===== config.mk =====
export PLATFORM = sky130hd
export DESIGN_NAME = pong_game_ctrl
export DESIGN_NICKNAME = d
export VERILOG_FILES = /design/src/rtl/pong_pkg.sv /design/src/rtl/pong_axis_step.sv /design/src/rtl/pong_game_ctrl.sv
export SDC_FILE = /design/constraint.sdc
export NUM_CORES = 1
export LEC_CHECK = 0
export ABC_AREA = 0
export CORE_MARGIN = 8
export CORE_UTILIZATION = 58
export CTS_CLUSTER_DIAMETER = 40
export DETAILED_ROUTE_END_ITERATION = 7
export DONT_BUFFER_PORTS = 1
export PLACE_DENSITY = 0.76
export SLEW_MARGIN = 20
export SYNTH_ARGS = -nofsm -noshare
export SYNTH_HDL_FRONTEND = slang
export SYNTH_HIERARCHICAL = 1
export SYNTH_SLANG_ARGS = --single-unit

===== constraint.sdc =====
create_clock -name clk -period 3.4 [get_ports clk]
set_input_delay 0.34 -clock clk [delete_from_list [all_inputs] [get_ports clk]]
set_output_delay 0.34 -clock clk [all_outputs]
set_load 0.02 [all_outputs]

===== src/rtl/pong_pkg.sv =====
// pong_pkg: shared types and constants for the VGA Pong game controller.
//   - pong_state_e : controller state, encoded IDLE=0, PLAY=1, MISS=2, OVER=3
//   - screen, ball and paddle geometry defaults
//   - sat_inc8     : saturating 8-bit increment used for the score
package pong_pkg;

    typedef enum logic [1:0] {
        StIdle = 2'd0,
        StPlay = 2'd1,
        StMiss = 2'd2,
        StOver = 2'd3
    } pong_state_e;

    localparam int unsigned SCREEN_W  = 640;
    localparam int unsigned SCREEN_H  = 480;
    localparam int unsigned BALL_SIZE = 16;

    // Serve point is the ball's top-left corner with the ball centred on screen.
    localparam int unsigned DEF_BALL_X0      = SCREEN_W / 2 - BALL_SIZE / 2;   // 312
    localparam int unsigned DEF_BALL_Y0      = SCREEN_H / 2 - BALL_SIZE / 2;   // 232
    // Ball top at this row means its bottom edge has passed the paddle line.
    localparam int unsigned DEF_MISS_Y       = SCREEN_H - BALL_SIZE - 8;       // 456
    localparam int unsigned DEF_PADDLE_STEP  = 4;
    localparam int unsigned DEF_PADDLE_MAX   = 504;
    localparam int unsigned DEF_LIVES        = 3;
    localparam int unsigned DEF_MISS_FRAMES  = 60;

    function automatic logic [7:0] sat_inc8(input logic [7:0] v);
        return (v == 8'hFF) ? v : v + 8'd1;
    endfunction

endpackage


===== src/rtl/pong_axis_step.sv =====
// pong_axis_step: one axis of ball motion.
//   Holds the position register, direction bit (1 = decrement) and the two
//   sticky collision latches for this axis. At each frame_tick the latches are
//   consumed (OR the same-cycle pulses) and cleared; when enabled the axis
//   applies the hold/bounce/move rule.
// Ports:
//   clk, reset          : clock, async active-high reset
//   frame_tick          : once-per-frame update strobe
//   enable              : apply the motion rule on this tick
//   col_lo, col_hi      : low-side (left/top) and high-side (right/bottom) hits
//   force_dir1          : force direction to 1 after this tick's move
//   load, load_pos/dir  : overriding load of position and direction
//   pos                 : current position
//   pos_next            : position the motion rule would produce this tick
module pong_axis_step #(
    parameter int unsigned  W         = 10,
    parameter logic [W-1:0] RESET_POS = '0
) (
    input  logic         clk,
    input  logic         reset,
    input  logic         frame_tick,
    input  logic         enable,
    input  logic         col_lo,
    input  logic         col_hi,
    input  logic         force_dir1,
    input  logic         load,
    input  logic [W-1:0] load_pos,
    input  logic         load_dir,
    output logic [W-1:0] pos,
    output logic [W-1:0] pos_next
);

    localparam logic [W-1:0] One = W'(1);

    logic [W-1:0] pos_q, pos_d;
    logic         dir_q, dir_d;
    logic         lat_lo_q, lat_lo_d;
    logic         lat_hi_q, lat_hi_d;

    logic         hit_lo, hit_hi, hold, dir_step;

    // Motion rule: simultaneous hits on both sides freeze the axis; otherwise
    // the high side wins, and the move uses the updated direction.
    always_comb begin
        hit_lo   = lat_lo_q | col_lo;
        hit_hi   = lat_hi_q | col_hi;
        hold     = hit_lo & hit_hi;
        dir_step = dir_q;
        if (!hold) begin
            if (hit_hi) begin
                dir_step = 1'b1;
            end else if (hit_lo) begin
                dir_step = 1'b0;
            end
        end
        if (hold) begin
            pos_next = pos_q;
        end else if (dir_step) begin
            pos_next = pos_q - One;
        end else begin
            pos_next = pos_q + One;
        end
    end

    always_comb begin
        pos_d = pos_q;
        dir_d = dir_q;
        if (load) begin
            pos_d = load_pos;
            dir_d = load_dir;
        end else if (frame_tick && enable) begin
            pos_d = pos_next;
            dir_d = dir_step | force_dir1;
        end
    end

    // Latches are cleared on every tick whether or not the axis is enabled,
    // so hits from a frozen frame never leak into play.
    always_comb begin
        lat_lo_d = frame_tick ? 1'b0 : (lat_lo_q | col_lo);
        lat_hi_d = frame_tick ? 1'b0 : (lat_hi_q | col_hi);
    end

    always_ff @(posedge clk or posedge reset) begin
        if (reset) begin
            pos_q    <= RESET_POS;
            dir_q    <= 1'b0;
            lat_lo_q <= 1'b0;
            lat_hi_q <= 1'b0;
        end else begin
            pos_q    <= pos_d;
            dir_q    <= dir_d;
            lat_lo_q <= lat_lo_d;
            lat_hi_q <= lat_hi_d;
        end
    end

    assign pos = pos_q;

endmodule


===== src/rtl/pong_game_ctrl.sv =====
// pong_game_ctrl: frame-rate game controller for VGA Pong.
//   Advances ball, paddle, lives and score once per frame_tick from the
//   renderer's collision pulses and the user inputs. All outputs registered.
// Ports:
//   clk, reset                     : pixel clock, async active-high reset
//   frame_tick                     : one-cycle pulse per frame
//   col_x1/x2/y1/y2                : left/right/top/bottom ball-edge hits
//   col_paddle                     : ball bottom hit the paddle
//   btn_serve                      : serve / restart request pulse
//   pad_left, pad_right            : paddle move levels
//   ball_x, ball_y                 : ball top-left corner
//   paddle_pos                     : paddle left offset
//   lives, score, state            : game status (state IDLE=0 PLAY=1 MISS=2 OVER=3)
module pong_game_ctrl
    import pong_pkg::*;
#(
    parameter int unsigned BALL_X0     = DEF_BALL_X0,
    parameter int unsigned BALL_Y0     = DEF_BALL_Y0,
    parameter int unsigned MISS_Y      = DEF_MISS_Y,
    parameter int unsigned PADDLE_STEP = DEF_PADDLE_STEP,
    parameter int unsigned PADDLE_MAX  = DEF_PADDLE_MAX,
    parameter int unsigned LIVES       = DEF_LIVES,
    parameter int unsigned MISS_FRAMES = DEF_MISS_FRAMES
) (
    input  logic       clk,
    input  logic       reset,
    input  logic       frame_tick,
    input  logic       col_x1,
    input  logic       col_x2,
    input  logic       col_y1,
    input  logic       col_y2,
    input  logic       col_paddle,
    input  logic       btn_serve,
    input  logic       pad_left,
    input  logic       pad_right,
    output logic [9:0] ball_x,
    output logic [8:0] ball_y,
    output logic [8:0] paddle_pos,
    output logic [2:0] lives,
    output logic [7:0] score,
    output logic [1:0] state
);

    localparam logic [9:0] BallX0     = 10'(BALL_X0);
    localparam logic [8:0] BallY0     = 9'(BALL_Y0);
    // The serve tick already takes the first step: right and up.
    localparam logic [9:0] ServeX     = 10'(BALL_X0 + 1);
    localparam logic [8:0] ServeY     = 9'(BALL_Y0 - 1);
    localparam logic [8:0] MissY      = 9'(MISS_Y);
    localparam logic [8:0] PadStep    = 9'(PADDLE_STEP);
    localparam logic [8:0] PadMax     = 9'(PADDLE_MAX);
    localparam logic [8:0] PadReset   = 9'(PADDLE_MAX / 2);
    localparam logic [2:0] LivesInit  = 3'(LIVES);
    localparam logic [7:0] FreezeInit = 8'(MISS_FRAMES);

    pong_state_e state_q, state_d;

    logic [2:0] lives_q, lives_d;
    logic [7:0] score_q, score_d;
    logic [8:0] paddle_q, paddle_d;
    logic [7:0] freeze_q, freeze_d;
    logic       serve_pend_q, serve_pend_d;
    logic       col_paddle_q, col_paddle_d;

    logic       play_en, paddle_eff, serve_eff, freeze_done, miss;
    logic       load_ball, load_x_dir, load_y_dir;
    logic [9:0] load_x_pos;
    logic [8:0] load_y_pos;
    logic [8:0] ball_y_next;
    logic [9:0] unused_ball_x_next;
    logic [9:0] pad_sum;
    logic [8:0] pad_move;

    assign play_en     = (state_q == StPlay);
    assign paddle_eff  = col_paddle_q | col_paddle;
    assign serve_eff   = serve_pend_q | btn_serve;
    assign freeze_done = (freeze_q <= 8'd1);
    assign miss        = (ball_y_next >= MissY);

    // ---------------------------------------------------------------- FSM
    always_ff @(posedge clk or posedge reset) begin
        if (reset) begin
            state_q <= StIdle;
        end else begin
            state_q <= state_d;
        end
    end

    always_comb begin
        state_d = state_q;
        unique case (state_q)
            StIdle: if (frame_tick && serve_eff) state_d = StPlay;
            StPlay: if (frame_tick && miss) state_d = StMiss;
            StMiss: begin
                if (frame_tick && freeze_done) begin
                    state_d = (lives_q == 3'd0) ? StOver : StIdle;
                end
            end
            StOver: if (btn_serve) state_d = StIdle;
            default: state_d = StIdle;
        endcase
    end

    always_comb begin
        load_ball  = 1'b0;
        load_x_pos = BallX0;
        load_y_pos = BallY0;
        load_x_dir = 1'b0;
        load_y_dir = 1'b0;
        lives_d    = lives_q;
        score_d    = score_q;
        freeze_d   = freeze_q;

        // Paddle step with clamping; widened sum so the upper clamp cannot wrap.
        pad_sum = {1'b0, paddle_q} + {1'b0, PadStep};
        if (pad_right && !pad_left) begin
            pad_move = (pad_sum > {1'b0, PadMax}) ? PadMax : pad_sum[8:0];
        end else if (pad_left && !pad_right) begin
            pad_move = (paddle_q < PadStep) ? 9'd0 : paddle_q - PadStep;
        end else begin
            pad_move = paddle_q;
        end
        paddle_d = (frame_tick && state_q != StOver) ? pad_move : paddle_q;

        col_paddle_d = frame_tick ? 1'b0 : (col_paddle_q | col_paddle);
        // A serve press in OVER is the restart itself, not a pending serve.
        if (frame_tick || state_q == StOver) begin
            serve_pend_d = 1'b0;
        end else begin
            serve_pend_d = serve_pend_q | btn_serve;
        end

        unique case (state_q)
            StIdle: begin
                if (frame_tick && serve_eff) begin
                    load_ball  = 1'b1;
                    load_x_pos = ServeX;
                    load_y_pos = ServeY;
                    load_y_dir = 1'b1;
                end
            end
            StPlay: begin
                if (frame_tick) begin
                    if (paddle_eff) score_d = sat_inc8(score_q);
                    if (miss) begin
                        lives_d  = lives_q - 3'd1;
                        freeze_d = FreezeInit;
                    end
                end
            end
            StMiss: begin
                if (frame_tick) begin
                    freeze_d = freeze_done ? 8'd0 : freeze_q - 8'd1;
                    if (freeze_done && lives_q != 3'd0) load_ball = 1'b1;
                end
            end
            StOver: begin
                if (btn_serve) begin
                    load_ball = 1'b1;
                    lives_d   = LivesInit;
                    score_d   = 8'd0;
                end
            end
            default: ;
        endcase
    end

    always_ff @(posedge clk or posedge reset) begin
        if (reset) begin
            lives_q      <= LivesInit;
            score_q      <= 8'd0;
            paddle_q     <= PadReset;
            freeze_q     <= 8'd0;
            serve_pend_q <= 1'b0;
            col_paddle_q <= 1'b0;
        end else begin
            lives_q      <= lives_d;
            score_q      <= score_d;
            paddle_q     <= paddle_d;
            freeze_q     <= freeze_d;
            serve_pend_q <= serve_pend_d;
            col_paddle_q <= col_paddle_d;
        end
    end

    // ---------------------------------------------------------- ball axes
    pong_axis_step #(
        .W         (10),
        .RESET_POS (BallX0)
    ) u_axis_x (
        .clk        (clk),
        .reset      (reset),
        .frame_tick (frame_tick),
        .enable     (play_en),
        .col_lo     (col_x1),
        .col_hi     (col_x2),
        .force_dir1 (1'b0),
        .load       (load_ball),
        .load_pos   (load_x_pos),
        .load_dir   (load_x_dir),
        .pos        (ball_x),
        .pos_next   (unused_ball_x_next)
    );

    pong_axis_step #(
        .W         (9),
        .RESET_POS (BallY0)
    ) u_axis_y (
        .clk        (clk),
        .reset      (reset),
        .frame_tick (frame_tick),
        .enable     (play_en),
        .col_lo     (col_y1),
        .col_hi     (col_y2),
        .force_dir1 (paddle_eff),
        .load       (load_ball),
        .load_pos   (load_y_pos),
        .load_dir   (load_y_dir),
        .pos        (ball_y),
        .pos_next   (ball_y_next)
    );

    assign paddle_pos = paddle_q;
    assign lives      = lives_q;
    assign score      = score_q;
    assign state      = state_q;

endmodule

==> results.cfg <==
[yosys]
netlist_instances = 494
syn_area_sq_mm = 0.004150
synth_warnings = 6
synth.avg_cell_area_sq_um = 8.401

[die]
die_h_um = 100.6
start_util = 0.5847
fp-row-count = 31
coreArea_sq_mm = 0.007098
die-area_sq_mm = 0.01012
die_x_um = 100.6
ios = 52

[flow_run]
max_cap_violations = 0

[pwr]
power.total_mw = 4.544
ir_drop_mv = 0.4329
p_per_area_mw_per_mm2 = 1012
p_leak_nw = 1.906

[clock_network]
clock-root-buffer = clkbuf_8
cts_buffer_depth = 2
cts_max_level = 2
worstSkewPairLatency_ns = 0.31
cts_tree = done
cts_buffers = 5
cts_sinks = 55
path_clk_slew_ns = 0.10

[timing]
hold_violations = 0
period_needed_ns = 3.233
worstMarginPinSlew_ns = 0.9424
slew_violations = 0
relSlewSlack = 0.3710
fin_skew_ns = 0.01161
fin_ws_ns = 0.1671
period_share = 0.9508
max_freq_mhz = 309.3
setup_viol = 0
setup_tns_ns = 0

[cells_and_area]
n_antenna_cell = 0
layout-drive-gt1-share = 0.1364
fin_cells = 605
final_nets = 542
final_area_sq_mm = 0.004492
layout_commonest_cell = nand2_1
multi_input_area_sq_mm = 0.002675
final_cell_mix = 54 x nand2_1, 49 x nor2_1, 45 x a21oi_1, 39 x dfrtp_1, 28 x o21ai_0
area_delta_synth_final_pct = 8.230
nFillCells = 617
seqCellArea_sq_mm = 0.001396

[critical_path]
r2r-start = u_axis_y/lat_hi_q
crit_fanout = 8
slowest_delay_ns = 0.42
r2r_cells = 14
critical_path_arrival_ns = 3.42
end_kind = register
startpoint = u_axis_y/lat_hi_q
endpoint = lives[2]
cp-start-kind = register
reg2reg_to = lives[2]
cpMaxStageDelayCell = maj3_2
critical_path.cell_chain = or2_0, maj3_2, buf_4, ha_1, a21oi_1, o21ai_1, o21a_1, nor3_2, xor2_1, nand3_2, nor2_2, o2111ai_1, xnor2_1, nor2_1
worstSetupPathType = reg -> reg
ff2ff_setup_slack_ns = 0.17
worstPathRequired_ns = 3.59

[drt]
dr.pass1.iters = 5
drc = 0
vias = 3588
wire_per_inst_um = 16.18
viasPerCell = 5.931
wl_um = 9786
drt_iter0_markers = 122
ant_nets = 0

[placement]
portBuffers = 0
post-place-ws_ns = 0.05988
dp.cells = 593
dp_hpwl_um = 7299
gp_congestion = 0.8910
placed_area_sq_mm = 0.004272

[run_status]
status = finished, final reports clean

[global_route]
grt.total_usage = 0.1928
grt_pass1_vias = 3393
antenna_found_initial = 0
grt_max_degree = 26
grt_first_pass_wirelength_um = 16140
overflow = 0

[min_path]
hold_class = in -> reg
==> sequential cells by signal, summed over array words and instances, names as in the netlist <==
| name | count |
|---|---|
| u_axis_x/pos | 10 |
| u_axis_y/pos | 9 |
| freeze_q | 8 |
| score | 8 |
| paddle_pos | 7 |
| lives | 3 |
| state | 2 |
| col_paddle_q | 1 |
| serve_pend_q | 1 |
| u_axis_x/dir_q | 1 |
| u_axis_x/lat_hi_q | 1 |
| u_axis_x/lat_lo_q | 1 |
| u_axis_y/dir_q | 1 |
| u_axis_y/lat_hi_q | 1 |
| u_axis_y/lat_lo_q | 1 |
==> area by class of cell <==
class	instances	area share
Clock buffer	6	0.01838
Clock inverter	2	0.007799
Inverter	23	0.01922
Multi-Input combinational cell	408	0.5955
Sequential cell	55	0.3109
Tap cell	99	0.02758
Timing Repair Buffer	12	0.02061
==> routing by layer <==
| layer | global-route usage | part of all wire | vias to the layer above |
|---|---|---|---|
| met3 | 0.04972 | 0.060 | 13 |
| li1 | - | - | 1778 |
| met2 | 0.3240 | 0.48 | 74 |
| met4 | 0.03953 | 0.011 | 0 |
| met1 | 0.2421 | 0.45 | 1723 |
| met5 | 0 | 0 | - |
==> through the flow <==
| step | util | hold WS [ns] |
|---|---|---|
| 2_1_floorplan | - | 0.2018 |
| 3_3_place_gp | 0.6018 | 0.2560 |
| 3_5_place_dp | 0.6018 | 0.2602 |
| 4_1_cts | 0.6198 | 0.07433 |
| 5_1_grt | 0.6328 | 0.06645 |
| 6_report | 0.6328 | 0.08209 |
==> worst min-delay path by stage <==
stage	from	slack [ns]	cells after the start	to
after global routing	frame_tick	0.07	1	u_axis_x/lat_lo_q
after CTS	frame_tick	0.07	1	u_axis_x/lat_lo_q
final	frame_tick	0.08	1	u_axis_x/lat_lo_q
after floorplan	reset	0.20	1	u_axis_y/dir_q
after global placement	reset	0.26	1	u_axis_y/pos[4]
after detailed placement	reset	0.26	1	u_axis_y/pos[4]
==> worst max-delay path, delay by kind of cell (launching register included) <==
family	cells	cell delay (ns)
simple gates	5	0.80
fa+ha+maj	2	0.73
compound gates	4	0.63
xor+xnor	2	0.41
flops	1	0.39
buf+inv	1	0.18
==> power breakdown <==
part,leakage [nW],internal (mW),total [mW],switching [mW]
registers,0.644,0.981,1.61,0.625
logic,1.20,1.10,2.49,1.39
clock network,0.0612,0.239,0.449,0.210
total,1.91,2.32,4.54,2.22
==> what timing repair did <==
item / in CTS / in global routing
resized for setup: 0 / 18
buffers inserted: 0 / 3
endpoints found under the hold margin: 17 / 0
endpoints found under the setup margin: 0 / 12
hold buffers: 1 / 0
Power figures use the tool's default switching activity.
